===== config.mk =====
export PLATFORM = sky130hd
export DESIGN_NAME = text_line_scheduler
export DESIGN_NICKNAME = d
export VERILOG_FILES = /design/src/rtl/text_line_scheduler_pkg.sv /design/src/rtl/text_line_buffer.sv /design/src/rtl/text_line_scheduler.sv
export SDC_FILE = /design/constraint.sdc
export NUM_CORES = 1
export LEC_CHECK = 0
export BUFFER_PORTS_ARGS = -buffer_cell sky130_fd_sc_hd__clkbuf_2
export CORE_UTILIZATION = 35
export CTS_CLUSTER_SIZE = 28
export DETAILED_ROUTE_END_ITERATION = 6
export HOLD_SLACK_MARGIN = 0.12
export PLACE_DENSITY_LB_ADDON = 0.25
export SYNTH_ARGS = -nofsm -noshare
export SYNTH_HDL_FRONTEND = slang
export SYNTH_SLANG_ARGS = --single-unit

===== constraint.sdc =====
create_clock -name clk -period 11.7 [get_ports clk]
set_clock_uncertainty 0.15 [all_clocks]
set_input_delay 1.755 -clock clk [delete_from_list [all_inputs] [get_ports clk]]
set_output_delay 1.755 -clock clk [all_outputs]
set_load 0.1 [all_outputs]

===== src/rtl/text_line_scheduler_pkg.sv =====
// Shared definitions for the text line scheduler.
//   CHAR_W, CHAR_H : glyph cell size in pixels; fixed by the glyph ROM
//   wr_state_e     : host write FSM state encoding
//   BLANK_CHAR     : character code used to initialise the line buffers
package text_line_scheduler_pkg;

    localparam int unsigned CHAR_W = 16;
    localparam int unsigned CHAR_H = 32;

    typedef enum logic [1:0] {
        StIdle    = 2'd0,
        StLoading = 2'd1,
        StPending = 2'd2
    } wr_state_e;

    localparam logic [7:0] BLANK_CHAR = 8'd32;

endpackage


===== src/rtl/text_line_buffer.sv =====
// Double-buffered character store. The host fills the back buffer; a single
// swap strobe copies the whole back buffer into the active buffer, which is
// what scan-out reads.
//   clk, reset_n       : pixel clock, synchronous active-low reset
//   wr_en/idx/data     : back-buffer write port
//   swap               : copy back buffer into active buffer
//   rd_idx -> rd_data  : combinational active-buffer read port
module text_line_buffer
    import text_line_scheduler_pkg::*;
#(
    parameter int unsigned MAX_CHARS = 16,
    parameter int unsigned IDX_W     = $clog2(MAX_CHARS)
) (
    input  logic             clk,
    input  logic             reset_n,
    input  logic             wr_en,
    input  logic [IDX_W-1:0] wr_idx,
    input  logic [7:0]       wr_data,
    input  logic             swap,
    input  logic [IDX_W-1:0] rd_idx,
    output logic [7:0]       rd_data
);

    logic [7:0] back_q   [MAX_CHARS];
    logic [7:0] active_q [MAX_CHARS];

    always_ff @(posedge clk) begin
        if (!reset_n) begin
            for (int i = 0; i < int'(MAX_CHARS); i++) begin
                back_q[i]   <= BLANK_CHAR;
                active_q[i] <= BLANK_CHAR;
            end
        end else begin
            if (wr_en) begin
                back_q[wr_idx] <= wr_data;
            end
            if (swap) begin
                for (int i = 0; i < int'(MAX_CHARS); i++) begin
                    active_q[i] <= back_q[i];
                end
            end
        end
    end

    assign rd_data = active_q[rd_idx];

endmodule


===== src/rtl/text_line_scheduler.sv =====
// Scans one line of text through the 16x32 glyph ROM for the VGA overlay.
// The host loads a string into a back buffer over a valid/ready port; the
// string becomes visible only at the next frame_start after it is complete.
// Scan-out maps x,y to a character cell, drives the ROM (stage 1) and
// registers the ROM result into pixel_on (stage 2): two clocks of latency.
//
// Ports:
//   clk, reset_n                  : pixel clock, synchronous active-low reset
//   wr_valid, wr_char, wr_last    : host character stream
//   wr_ready                      : a character is accepted this cycle if valid
//   load_pending                  : complete string waiting for frame swap
//   x, y, video_on, frame_start   : scan position and timing
//   font_code, font_start_x/y     : character and cell origin to glyph ROM
//   font_x, font_y                : registered scan position to glyph ROM
//   font_on                       : glyph ROM pixel (combinational from font_*)
//   pixel_on                      : text pixel lit
//
// Optional build macro CURSOR_BLINK_EN: adds a cursor cell just after the last
// character that blinks with a 32-frame period.
module text_line_scheduler
    import text_line_scheduler_pkg::*;
#(
    parameter int unsigned MAX_CHARS = 16,
    parameter int unsigned ORIGIN_X  = 64,
    parameter int unsigned ORIGIN_Y  = 32
) (
    input  logic       clk,
    input  logic       reset_n,
    input  logic       wr_valid,
    input  logic [7:0] wr_char,
    input  logic       wr_last,
    output logic       wr_ready,
    output logic       load_pending,
    input  logic [9:0] x,
    input  logic [9:0] y,
    input  logic       video_on,
    input  logic       frame_start,
    output logic [7:0] font_code,
    output logic [9:0] font_start_x,
    output logic [9:0] font_start_y,
    output logic [9:0] font_x,
    output logic [9:0] font_y,
    input  logic       font_on,
    output logic       pixel_on
);

    localparam int unsigned IDX_W      = $clog2(MAX_CHARS);
    localparam int unsigned LEN_W      = IDX_W + 1;
    localparam int unsigned CELL_SHIFT = $clog2(CHAR_W);

    // ------------------------------------------------------------------
    // Host write FSM
    // ------------------------------------------------------------------
    wr_state_e        state_q, state_d;
    logic [LEN_W-1:0] count_q, count_d;
    logic [LEN_W-1:0] active_len_q, active_len_d;
    logic [IDX_W-1:0] wr_idx;
    logic             accept;
    logic             swap;

    always_comb begin
        state_d      = state_q;
        count_d      = count_q;
        active_len_d = active_len_q;
        wr_ready     = 1'b0;
        load_pending = 1'b0;
        accept       = 1'b0;
        swap         = 1'b0;
        wr_idx       = '0;
        unique case (state_q)
            StIdle: begin
                wr_ready = 1'b1;
                accept   = wr_valid;
                if (accept) begin
                    count_d = LEN_W'(1);
                    state_d = wr_last ? StPending : StLoading;
                end
            end
            StLoading: begin
                wr_ready = 1'b1;
                accept   = wr_valid;
                wr_idx   = count_q[IDX_W-1:0];
                if (accept) begin
                    count_d = count_q + LEN_W'(1);
                    // A full buffer terminates the string even without wr_last.
                    if (wr_last || (wr_idx == IDX_W'(MAX_CHARS - 1))) begin
                        state_d = StPending;
                    end
                end
            end
            StPending: begin
                load_pending = 1'b1;
                if (frame_start) begin
                    swap         = 1'b1;
                    active_len_d = count_q;
                    state_d      = StIdle;
                end
            end
            default: state_d = StIdle;
        endcase
    end

    always_ff @(posedge clk) begin
        if (!reset_n) begin
            state_q      <= StIdle;
            count_q      <= '0;
            active_len_q <= '0;
        end else begin
            state_q      <= state_d;
            count_q      <= count_d;
            active_len_q <= active_len_d;
        end
    end

    // ------------------------------------------------------------------
    // Character storage
    // ------------------------------------------------------------------
    logic [9:0] dx;
    logic [9:0] col;
    logic [7:0] rd_data;

    text_line_buffer #(
        .MAX_CHARS (MAX_CHARS),
        .IDX_W     (IDX_W)
    ) u_buffer (
        .clk     (clk),
        .reset_n (reset_n),
        .wr_en   (accept),
        .wr_idx  (wr_idx),
        .wr_data (wr_char),
        .swap    (swap),
        .rd_idx  (col[IDX_W-1:0]),
        .rd_data (rd_data)
    );

    // ------------------------------------------------------------------
    // Cell mapping
    // ------------------------------------------------------------------
    logic in_line;
    logic hit;
    logic draw_cell;
    logic cursor_lit;
    logic [9:0] cell_x;

    assign dx      = x - 10'(ORIGIN_X);
    assign col     = dx >> CELL_SHIFT;
    assign in_line = video_on && (x >= 10'(ORIGIN_X)) && (y >= 10'(ORIGIN_Y)) &&
                     (y < 10'(ORIGIN_Y + CHAR_H));
    // Truncating col for the read index is safe: the read data only matters
    // when col < active_len <= MAX_CHARS (or col == active_len < MAX_CHARS).
    assign hit     = in_line && (col < 10'(active_len_q));
    assign cell_x  = 10'(ORIGIN_X) + (col << CELL_SHIFT);

`ifdef CURSOR_BLINK_EN
    logic [4:0] frame_cnt_q;
    logic       cursor_cell;

    always_ff @(posedge clk) begin
        if (!reset_n) begin
            frame_cnt_q <= '0;
        end else if (frame_start) begin
            frame_cnt_q <= frame_cnt_q + 5'd1;
        end
    end

    assign cursor_cell = in_line && (col == 10'(active_len_q)) &&
                         (active_len_q < LEN_W'(MAX_CHARS));
    // Blink phase is captured with the pixel so both stages see one frame.
    assign cursor_lit  = cursor_cell && frame_cnt_q[4];
    assign draw_cell   = hit || cursor_cell;
`else
    assign cursor_lit  = 1'b0;
    assign draw_cell   = hit;
`endif

    // ------------------------------------------------------------------
    // Two-stage pixel pipeline
    // ------------------------------------------------------------------
    logic [7:0] font_code_q;
    logic [9:0] font_start_x_q, font_start_y_q, font_x_q, font_y_q;
    logic       hit_q, cursor_lit_q, pixel_on_q;

    always_ff @(posedge clk) begin
        if (!reset_n) begin
            font_code_q    <= '0;
            font_start_x_q <= '0;
            font_start_y_q <= '0;
            font_x_q       <= '0;
            font_y_q       <= '0;
            hit_q          <= 1'b0;
            cursor_lit_q   <= 1'b0;
            pixel_on_q     <= 1'b0;
        end else begin
            font_code_q    <= draw_cell ? rd_data : 8'd0;
            font_start_x_q <= cell_x;
            font_start_y_q <= 10'(ORIGIN_Y);
            font_x_q       <= x;
            font_y_q       <= y;
            hit_q          <= hit;
            cursor_lit_q   <= cursor_lit;
            pixel_on_q     <= (hit_q && font_on) || cursor_lit_q;
        end
    end

    assign font_code    = font_code_q;
    assign font_start_x = font_start_x_q;
    assign font_start_y = font_start_y_q;
    assign font_x       = font_x_q;
    assign font_y       = font_y_q;
    assign pixel_on     = pixel_on_q;

endmodule


After elaboration in Yosys (flattened, before gate mapping)
Memory sizes are Yosys's and may differ from the RTL's. A register that Yosys moved wholly into a read port is not among the register bits.
Index checks and enable logic that the tools add are counted.

operators by class
  add/subtract/negate cells = 3
  $lt $le $gt $ge = 4
  eq/ne operators = 7
  mux-type cells = 42
  bitwise logic cells = 16
  reduce and logical (&&, ||, !) cells = 15

operators with widths
  kind                                                                                  count
  8-bit 2-to-1 mux                                                                      17
  1-bit bitwise OR                                                                      16
  1-bit 2-to-1 mux                                                                      13
  7-bit by 10-bit adder with 10-bit output, first input constant                        1
  10-bit by 6-bit greater-or-equal comparator with 1-bit output, second input constant  1
  10-bit by 7-bit greater-or-equal comparator with 1-bit output, second input constant  1
  10-bit by 7-bit less-than comparator with 1-bit output, second input constant         1
  2-bit 2-to-1 mux                                                                      5
  5-bit 2-to-1 mux                                                                      2
  5-bit case mux with 2 select lines                                                    1
  10-bit by 7-bit subtractor with 10-bit output, second input constant                  1
  4-bit 2-to-1 mux                                                                      2
  2-bit != test, second input constant                                                  4
  8-bit OR reduction                                                                    1
  6-bit by 5-bit less-than comparator with 1-bit output                                 1
  6-bit 2-to-1 mux                                                                      1
  2-bit case mux with 3 select lines                                                    1
  5-bit by 1-bit adder with 5-bit output, second input constant                         1
  1-bit logical AND                                                                     5
  4-bit == test, second input constant                                                  1
  2-bit AND reduction                                                                   2
  4-bit AND reduction                                                                   1
  3-bit AND reduction                                                                   1
  2-bit by 1-bit == test with 1-bit output, second input constant                       1
  6 further kinds                                                                       6

word-level totals
  register bits = 54
  bits in writable memories = 256
  input bits = 35
  output and inout bits = 51
  logic and storage cells = 98
  memories = 2

memory list
  name               words  bits a word  rd ports  clocked after Yosys merged registers in  wr ports  RTL line                text
  u_buffer.active_q  16     8            1         1                                        16        text_line_buffer.sv:25  logic [7:0] active_q [MAX_CHARS];
  u_buffer.back_q    16     8            16        0                                        16        text_line_buffer.sv:24  logic [7:0] back_q [MAX_CHARS];

Depth between registers and ports, before layout
Gate-level depths: netlist of run 1.

  depth after elaboration = 8
  depth in mapped cells = 7

Hierarchy
Synthesis of run 1 repeated with hierarchy kept, for this count alone.

unflattened totals
  cell total of the unflattened synthesis = 847
  area, all modules = 12549.5 um^2

by module, submodules not included
  module               instances  cells an instance  area an instance (um^2)  seq. area each (um^2)
  text_line_buffer     1          658                10695.3                  7687.4
  text_line_scheduler  1          189                1854.3                   920.9

Least setup slack after synthesis of run 1
OpenSTA, ideal clock, no wires.

  kind = input -> register
  start point = in reset_n
  end point = mem u_buffer.active_q[0][0], enable pin
  setup time = 0.483 ns
  data arrival time = 4.619 ns
  path slack = 6.448 ns
  cell stages on the path = 3
  buffers on the path = 1
  path through = buf_2 -> a21boi_0 -> inv_1

RTL lines
  what         RTL line                   text
  from (decl)  text_line_scheduler.sv:28  input logic reset_n,
  to (decl)    text_line_buffer.sv:25

==> flow_metrics.env, run 1 <==
export IMPL_synthArstFlopShare_pct=0
export IMPL_r2r_cells=5
export IMPL_synth_area_top_cells="edfxtp_1, and2_1, dfxtp_1, mux4_2, nand2b_1"
export IMPL_post_cts_buffers=0
export IMPL_die_area_sq_mm=0.0360
export IMPL_synthFlopType="edfxtp_1"
export IMPL_post_cts_resized=0
export IMPL_grt_usage_pct=14.6
export IMPL_required_ns=11.70
export IMPL_ir_worst_vdd_mv=0.115
export IMPL_wl_per_cell_um=18.9
export IMPL_cts_root_buffer="clkbuf_16"
export IMPL_hold_path_end="pixel_on$_SDFF_PN0_"
export IMPL_intPower_mw=1.84
export IMPL_holdCritPathClass="reg2reg"
export IMPL_place_area_sq_mm=0.0130
export IMPL_fill_cells=3181
export IMPL_grt_max_degree=86
export IMPL_status="completed"
export IMPL_drt_pass1_iter_count=4
export IMPL_final_common_cell="edfxtp_1"
export IMPL_ys_seq_elements=302
export IMPL_cts_tree="yes"
export IMPL_initial_core_util_pct=35.6
export IMPL_io_pins=86
export IMPL_overflow=0
export IMPL_startpoint_type="input pin"
export IMPL_synth_edff_count=256
export IMPL_crit_arrival_ns=4.00
export IMPL_via_count=6379
export IMPL_slew_headroom_pct=24.7
export IMPL_core_sq_mm=0.0346
export IMPL_place_congestion=0.744
export IMPL_htree_levels=1
export IMPL_power_density_mw_per_mm2=169
export IMPL_crit_fanout=36
export IMPL_rrSetupSlack_ns=8.79
export IMPL_fin_util_pct=40.6
export IMPL_timing_fmax_mhz=250
export IMPL_dp_hpwl_um=16700
export IMPL_port_buffers=72
export IMPL_antenna_found_initial=0
export IMPL_timing_setup_tns_ns=0
export IMPL_pwr_share_clk_pct=41.3
export IMPL_worst_pin_slew_ns=1.12
export IMPL_avgSynthCellArea_sq_um=14.8
export IMPL_nets=936
export IMPL_fp_dieW_um=190
export IMPL_finalHoldViolCount=0
export IMPL_wl_um=25900
export IMPL_place_ws_ns=7.16
export IMPL_cts_buffers=31
export IMPL_rows=68
export IMPL_p_leak_nw=5.06
export IMPL_yosysTopAreaCell="edfxtp_1"
export IMPL_die_h_um=190
export IMPL_ys_warn_count=0
export IMPL_seq_power_share_pct=51.4
export IMPL_antenna_left=0
export IMPL_p_sw_share_pct=22.6
export IMPL_hp_start="hit_q$_SDFF_PN0_"
export IMPL_drv_slew=0
export IMPL_postLayoutCellArea_sq_mm=0.0140
export IMPL_grt_pass1_vias=6449
export IMPL_end_kind="flip-flop"
export IMPL_finalSetupViolations=0
export IMPL_syn_area_sq_mm=0.0123
export IMPL_p_switching_mw=0.536
export IMPL_cts_max_path_buffers=3
export IMPL_clock_sinks=302
export IMPL_clk_latency_ns=0.54
export IMPL_antenna_cells=0
export IMPL_fin_crit_ns=3.99
export IMPL_final_cell_mix="edfxtp_1, and2_1, clkbuf_2"
export IMPL_timing_final_ws_setup_ns=7.71
export IMPL_yosysUniqueCellTypes=43
export IMPL_clk_pin_slew_ns=0.06
export IMPL_post_route_drc_count=0
export IMPL_areaGrowthSynthToFinish_pct=14.0
export IMPL_rsz0062_at_grt="no"
export IMPL_cap_violations=0
export IMPL_critPathKind="in2reg"
export IMPL_synth_top_area_share_pct=62.4
export IMPL_hold_buffers=0
export IMPL_yosysSeqAreaShare_pct=69.9
export IMPL_r2r_end="u_buffer.active_q[5][2]$_SDFFCE_PN0P_"
export IMPL_min_path_cells=1
export IMPL_combinationalPowerShare_pct=7.2
export IMPL_min_period_over_period_pct=34.1
export IMPL_via_per_inst=4.65
export IMPL_grt_pass1_wl_um=39600
export IMPL_layout_drive_gt1_share_pct=17.4
export IMPL_drt_initial_drc_count=434
export IMPL_synth_cells=833
export IMPL_worstReg2RegStart="state_q[1]$_SDFFE_PN0P_"
[power groups by stage]
| stage | Clock, mW | Combinational [mW] | Sequential (mW) |
|---|---|---|---|
| 3_5_place_dp | 0 | 0.174 | 1.25 |
| 6_report | 0.981 | 0.172 | 1.22 |
| 4_1_cts | 1.00 | 0.175 | 1.22 |
| 3_3_place_gp | 0 | 0.174 | 1.24 |
| 5_1_grt | 1.04 | 0.183 | 1.23 |
| 2_1_floorplan | 0 | 0.0986 | 1.27 |
[stage by stage]
stage	std cells	hold WS, ns	total power [mW]
finish	1372	0.317	2.38
global route	1372	0.333	2.45
CTS	1372	0.321	2.40
detailed placement	1316	0.307	1.42
global placement	1316	0.302	1.42
floorplan	845	0.294	1.37
[state kept, by name (all words and copies together) (netlist names), 2 cells and up]
register / flops
count_q: 5
font_x: 10
u_buffer.back_q: 128
font_start_x: 3
font_y: 10
state_q: 2
u_buffer.active_q: 128
font_code: 8
active_len_q: 5
[cells in the mapped netlist, types with 11 or more instances]
library cell	count
nand2b_1	24
a22oi_1	16
clkbuf_1	35
or3_1	14
buf_4	19
inv_1	11
mux4_2	32
nor2_1	22
and2_1	241
dfxtp_1	46
edfxtp_1	256
o21ai_0	22
nand2_1	14
[routing by layer]
layer  GRT usage (%)  vias to the layer above  wire length [um]
li1                -                     3079                 -
met1            20.5                     3117             12300
met2            23.9                      148             12000
met3            1.97                       35              1150
met4            3.78                        0               482
met5               0                        -                 0
[critical path: stages]
cell and delay, ns:
clkbuf_2 0.49, nand3_1 0.28, or3_1 0.54, o21ai_0 0.92
[logic make-up after synthesis]
logic type / share of synthesized area (%)
other: 0.0304
adders and majority gates: 0.711
DFF: 69.9
xor gates and xnor gates: 0.213
muxes: 5.85
buffers and inverters: 2.86
and+or+nand+nor: 17.3
AOI/OAI and AO/OA: 3.16
[layout make-up]
class,count,area [sq um],share of cell area [%]
sequential,302,8610,61.3
multi-input combinational,470,3410,24.3
clock buffer,37,798,5.68
tap,455,569,4.05
timing repair buffer,78,405,2.89
clock inverter,19,213,1.51
inverter,11,43.8,0.312
[worst max path at each step]
stage	startpoint	end	slack (ns)	cells past startpoint
final	reset_n	u_buffer.back_q[11][7]$_SDFFCE_PN0P_	7.71	4
after global routing	reset_n	u_buffer.back_q[11][4]$_SDFFCE_PN0P_	7.50	4
after CTS	reset_n	u_buffer.active_q[5][7]$_SDFFCE_PN0P_	7.72	4
after detailed placement	reset_n	u_buffer.active_q[0][7]$_SDFFCE_PN0P_	7.16	4
after global placement	reset_n	u_buffer.active_q[8][2]$_SDFFCE_PN0P_	7.20	4
after floorplan	reset_n	u_buffer.active_q[0][0]$_SDFFCE_PN0P_	6.45	3
No activity file was read; power rests on OpenSTA's default activity.
==> run 2, diff against run 1 <==
- clock period: 11.7 -> 3.5 ns (I/O delays scaled with it)
==> flow_metrics.env, run 2 (synthesis results as in run 1) <==
export IMPL_status="completed"
export IMPL_dp_hpwl_um=17100
export IMPL_cts_max_path_buffers=3
export IMPL_clk_pin_slew_ns=0.06
export IMPL_rsz0062_at_grt="no"
export IMPL_path_cells="dlygate4sd3_1 -> clkbuf_2 -> nand3_1 -> or3_1 -> o21ai_0"
export IMPL_slowest_delay_ns=0.82
export IMPL_crit_path_top_delay_cell="o21ai_0"
export IMPL_htree_levels=1
export IMPL_post_route_drc_count=0
export IMPL_r2r_cells=3
export IMPL_clock_sinks=302
export IMPL_critPathKind="in2reg"
export IMPL_hp_start="x[6]"
export IMPL_cap_violations=0
export IMPL_final_common_cell="edfxtp_1"
export IMPL_reg_top3="u_buffer.active_q: 128 flops, u_buffer.back_q: 128 flops"
export IMPL_grt_pass1_vias=6453
export IMPL_finalSetupViolations=0
export IMPL_grt_max_degree=86
export IMPL_power_density_mw_per_mm2=538
export IMPL_initial_core_util_pct=35.6
export IMPL_core_sq_mm=0.0346
export IMPL_required_ns=3.52
export IMPL_crit_fanout=9
export IMPL_worstReg2RegStart="state_q[0]$_SDFFE_PN0P_"
export IMPL_crit_arrival_ns=2.70
export IMPL_fp_dieW_um=190
export IMPL_final_cell_mix="edfxtp_1, and2_1, clkbuf_2"
export IMPL_drv_slew=0
export IMPL_slew_headroom_pct=34.1
export IMPL_io_pins=86
export IMPL_drt_initial_drc_count=483
export IMPL_finalHoldViolCount=0
export IMPL_areaGrowthSynthToFinish_pct=16.8
export IMPL_via_count=6512
export IMPL_layout_drive_gt1_share_pct=19.1
export IMPL_overflow=0
export IMPL_grt_usage_pct=14.8
export IMPL_cts_buffers=30
export IMPL_fin_total_pwr_mw=7.74
export IMPL_startpoint_type="input pin"
export IMPL_wl_per_cell_um=18.5
export IMPL_cts_root_buffer="clkbuf_16"
export IMPL_rows=68
export IMPL_hold_path_end="font_x[6]$_SDFF_PN0_"
export IMPL_grt_pass1_wl_um=40000
export IMPL_place_congestion=0.759
export IMPL_antenna_left=0
export IMPL_via_per_inst=4.62
export IMPL_ir_worst_vdd_mv=0.373
export IMPL_critPathLaunch="wr_valid"
export IMPL_min_period_over_period_pct=76.8
export IMPL_p_leak_nw=5.22
export IMPL_end_kind="flip-flop"
export IMPL_drt_pass1_iter_count=5
export IMPL_fin_crit_ns=2.69
export IMPL_cts_tree="yes"
export IMPL_r2r_end="u_buffer.back_q[8][4]$_SDFFCE_PN0P_"
export IMPL_wl_um=26100
export IMPL_antenna_found_initial=0
export IMPL_min_path_cells=2
export IMPL_holdCritPathClass="in2reg"
export IMPL_timing_fmax_mhz=372
export IMPL_die_area_sq_mm=0.0360
export IMPL_rrSetupSlack_ns=0.88
export IMPL_worst_pin_slew_ns=0.977
export IMPL_nets=973
export IMPL_port_buffers=72
export IMPL_fin_util_pct=41.5
export IMPL_clk_latency_ns=0.55
export IMPL_die_h_um=190
==> run 2: power by group <==
| part | internal [mW] | switching [mW] |
|---|---|---|
| clock network | 1.77 | 1.27 |
| registers | 4.04 | 0.0485 |
| logic | 0.166 | 0.447 |
==> run 2: how the worst max path moves through the flow <==
stage | end | cells past startpoint | slack, ns
after floorplan | u_buffer.active_q[0][0]$_SDFFCE_PN0P_ | 4 | -0.16
after global placement | font_code[6]$_SDFF_PN0_ | 5 | 0.81
after detailed placement | u_buffer.back_q[8][6]$_SDFFCE_PN0P_ | 4 | 0.76
after CTS | u_buffer.back_q[8][7]$_SDFFCE_PN0P_ | 5 | 0.82
after global routing | u_buffer.back_q[8][2]$_SDFFCE_PN0P_ | 5 | 0.60
final | u_buffer.back_q[8][4]$_SDFFCE_PN0P_ | 5 | 0.81
==> run 2: cell type report <==
type / count / area [sq um]
Fill cell: 3086 / 20200
Sequential cell: 302 / 8610
Multi-Input combinational cell: 470 / 3420
Clock buffer: 42 / 857
Timing Repair Buffer: 116 / 801
Tap cell: 455 / 569
Clock inverter: 13 / 82.6
Inverter: 11 / 48.8
Antenna cell: 1 / 2.50
==> run 2: layer usage <==
metal  share of wire [%]  vias up  track usage [%]
li1                    -     3156                -
met1                  46     3175             20.1
met2                  48      150             24.8
met3                 4.4       31             2.10
met4                 1.7        0             3.60
met5                   0        -                0
==> run 2: repair_timing <==
| item | 4_1_cts | 5_1_grt |
|---|---|---|
| hold buffers | 19 | 0 |
| endpoints found under the hold margin | 20 | 0 |
| setup buffers | 0 | 0 |
| resized for setup | 0 | 0 |
==> run 2: worst max-delay path: cells and delay by family <==
kind                   cells  cell delay [ns]
AOI/OAI and AO/OA          1             0.82
buffers and inverters      2             0.72
and+or+nand+nor            2             0.64
==> run 2: per-stage QoR <==
| step | cell area [sq um] | std cells | hold slack, ns | TNS, ns | setup slack (ns) |
|---|---|---|---|---|---|
| floorplan | 12400 | 845 | 0.294 | -21.25 | -0.165 |
| global placement | 13300 | 1335 | 0.305 | 0 | 0.815 |
| detailed placement | 13300 | 1335 | 0.310 | 0 | 0.765 |
| CTS | 14400 | 1409 | 0.123 | 0 | 0.825 |
| global route | 14400 | 1409 | 0.151 | 0 | 0.599 |
| finish | 14400 | 1410 | 0.145 | 0 | 0.813 |
==> run 3, diff against run 2 <==
- clock period: 3.5 -> 2.35 ns (I/O delays scaled with it)
==> flow_metrics.env, run 3 (synthesis results as in run 1) <==
export IMPL_initial_core_util_pct=35.6
export IMPL_status="completed"
export IMPL_via_count=6656
export IMPL_timing_final_ws_setup_ns=0.101
export IMPL_post_route_drc_count=0
export IMPL_areaGrowthSynthToFinish_pct=19.5
export IMPL_slowest_delay_ns=0.50
export IMPL_min_period_over_period_pct=95.7
export IMPL_worst_pin_slew_ns=0.664
export IMPL_core_sq_mm=0.0346
export IMPL_rows=68
export IMPL_r2r_cells=5
export IMPL_reg_top3="u_buffer.active_q: 128 flops, u_buffer.back_q: 128 flops"
export IMPL_startpoint_type="flip-flop"
export IMPL_grt_usage_pct=14.9
export IMPL_required_ns=1.85
export IMPL_fp_dieW_um=190
export IMPL_final_cell_mix="edfxtp_1, and2_1, clkbuf_2"
export IMPL_power_density_mw_per_mm2=790
export IMPL_place_ws_ns=-0.0691
export IMPL_place_congestion=0.747
export IMPL_dp_hpwl_um=18000
export IMPL_whs_ns=0.147
export IMPL_clk_pin_slew_ns=0.06
export IMPL_die_h_um=190
export IMPL_seq_power_share_pct=52.1
export IMPL_drt_pass1_iter_count=4
export IMPL_crit_end="load_pending"
export IMPL_crit_path_top_delay_cell="clkbuf_2"
export IMPL_finalHoldViolCount=0
export IMPL_htree_levels=1
export IMPL_wl_um=26500
export IMPL_die_area_sq_mm=0.0360
export IMPL_cts_tree="yes"
export IMPL_grt_pass1_wl_um=40100
export IMPL_rsz0062_at_grt="no"
export IMPL_grt_max_degree=49
export IMPL_p_switching_mw=2.71
export IMPL_timing_setup_tns_ns=0
export IMPL_drv_slew=0
export IMPL_critPathBufInv=2
export IMPL_antenna_found_initial=1
export IMPL_rrSetupSlack_ns=0.20
export IMPL_path_cells="clkinvlp_4 -> nor2_4 -> clkbuf_2"
export IMPL_cap_violations=0
export IMPL_crit_family="buffers and inverters"
export IMPL_clk_latency_ns=0.55
export IMPL_cts_buffers=30
export IMPL_drt_initial_drc_count=509
export IMPL_antenna_cells=0
export IMPL_grt_pass1_vias=6701
export IMPL_ir_worst_vdd_mv=0.555
export IMPL_intPower_mw=8.92
export IMPL_crit_fanout=5
export IMPL_io_pins=86
export IMPL_cts_max_path_buffers=3
export IMPL_final_common_cell="edfxtp_1"
export IMPL_port_buffers=72
export IMPL_layout_drive_gt1_share_pct=21.5
export IMPL_slew_headroom_pct=55.6
export IMPL_combinationalPowerShare_pct=8.4
export IMPL_end_kind="primary output"
export IMPL_cts_root_buffer="clkbuf_16"
export IMPL_p_sw_share_pct=23.3
export IMPL_fin_total_pwr_mw=11.6
export IMPL_p_leak_nw=5.40
export IMPL_via_per_inst=4.60
export IMPL_finalSetupViolations=0
export IMPL_nets=1010
export IMPL_overflow=0
export IMPL_antenna_left=0
export IMPL_worstReg2RegStart="state_q[1]$_SDFFE_PN0P_"
export IMPL_critPathLaunch="state_q[1]$_SDFFE_PN0P_"
export IMPL_pwr_share_clk_pct=39.5
export IMPL_r2r_end="u_buffer.back_q[5][4]$_SDFFCE_PN0P_"
export IMPL_wl_per_cell_um=18.4
export IMPL_timing_fmax_mhz=445
export IMPL_crit_arrival_ns=1.75
export IMPL_critPathKind="reg2out"
export IMPL_fin_crit_ns=2.25
export IMPL_worstSetupPathDepth=3
export IMPL_clock_sinks=302
export IMPL_holdCritPathClass="in2reg"
[run 3: cell count changes in the layout (fill, tap and decap cells not counted)]
cell           before  now
buf_12              5    9
buf_4              20   48
bufinv_16           1    2
clkbuf_1            7    8
clkbuf_8            4    0
clkinv_2            6    5
clkinvlp_4          2    4
diode_2             1    0
dlygate4sd3_1      19   24
inv_8               0    1
[run 3: area by class of cell]
type	instances	area [sq um]
clock buffers	39	806
clock inverters	16	134
flip-flops and latches	302	8610
well taps	455	569
repair buffers	153	1140
fillers	3126	19900
multi-input cells	470	3420
inverters	11	48.8
[run 3: worst min path at each step]
stage | depth (start not counted) | startpoint | end | slack (ns)
after CTS | 3 | x[5] | font_x[5]$_SDFF_PN0_ | 0.13
after global placement | 1 | hit_q$_SDFF_PN0_ | pixel_on$_SDFF_PN0_ | 0.30
after floorplan | 0 | reset_n | font_start_y[5]$_DFF_P_ | 0.23
final | 3 | x[5] | font_x[5]$_SDFF_PN0_ | 0.15
after global routing | 3 | x[5] | font_x[5]$_SDFF_PN0_ | 0.15
after detailed placement | 1 | hit_q$_SDFF_PN0_ | pixel_on$_SDFF_PN0_ | 0.30
[run 3: routing by layer]
metal	track usage (%)	wire [um]	part of all wire [%]	up-vias
li1	-	-	-	3223
met1	20.0	12200	46	3244
met2	25.1	12500	47	157
met3	2.60	1420	5.3	32
met4	3.41	418	1.6	0
met5	0	0	0	-
[run 3: timing repair]
item	CTS	global route
hold buffers	24	0
buffers inserted	0	1
endpoints found under the setup margin	0	8
hold endpoints to repair	26	0
resized for setup	0	0
[run 3: tightest hold or removal path: cells and delay by family]
family | cells | cell delay (ns)
simple gates | 1 | 0.14
buf+inv | 2 | 0.32
[run 3: stage by stage]
stage                     utilization [%]  instances  instance area [sq um]
after floorplan                         -        845                  12400
after global placement               39.1       1366                  13500
after detailed placement             39.1       1366                  13500
after CTS                            42.5       1445                  14700
after global routing                 42.5       1446                  14700
final                                42.5       1446                  14700
[run 3: power groups by stage]
| stage | clock, mW | sequential [mW] | combinational (mW) |
|---|---|---|---|
| 5_1_grt | 4.89 | 6.08 | 1.04 |
| 2_1_floorplan | 0 | 6.34 | 0.493 |
| 3_5_place_dp | 0 | 6.18 | 0.957 |
| 6_report | 4.60 | 6.06 | 0.974 |
| 3_3_place_gp | 0 | 6.17 | 0.952 |
| 4_1_cts | 4.68 | 6.07 | 0.990 |
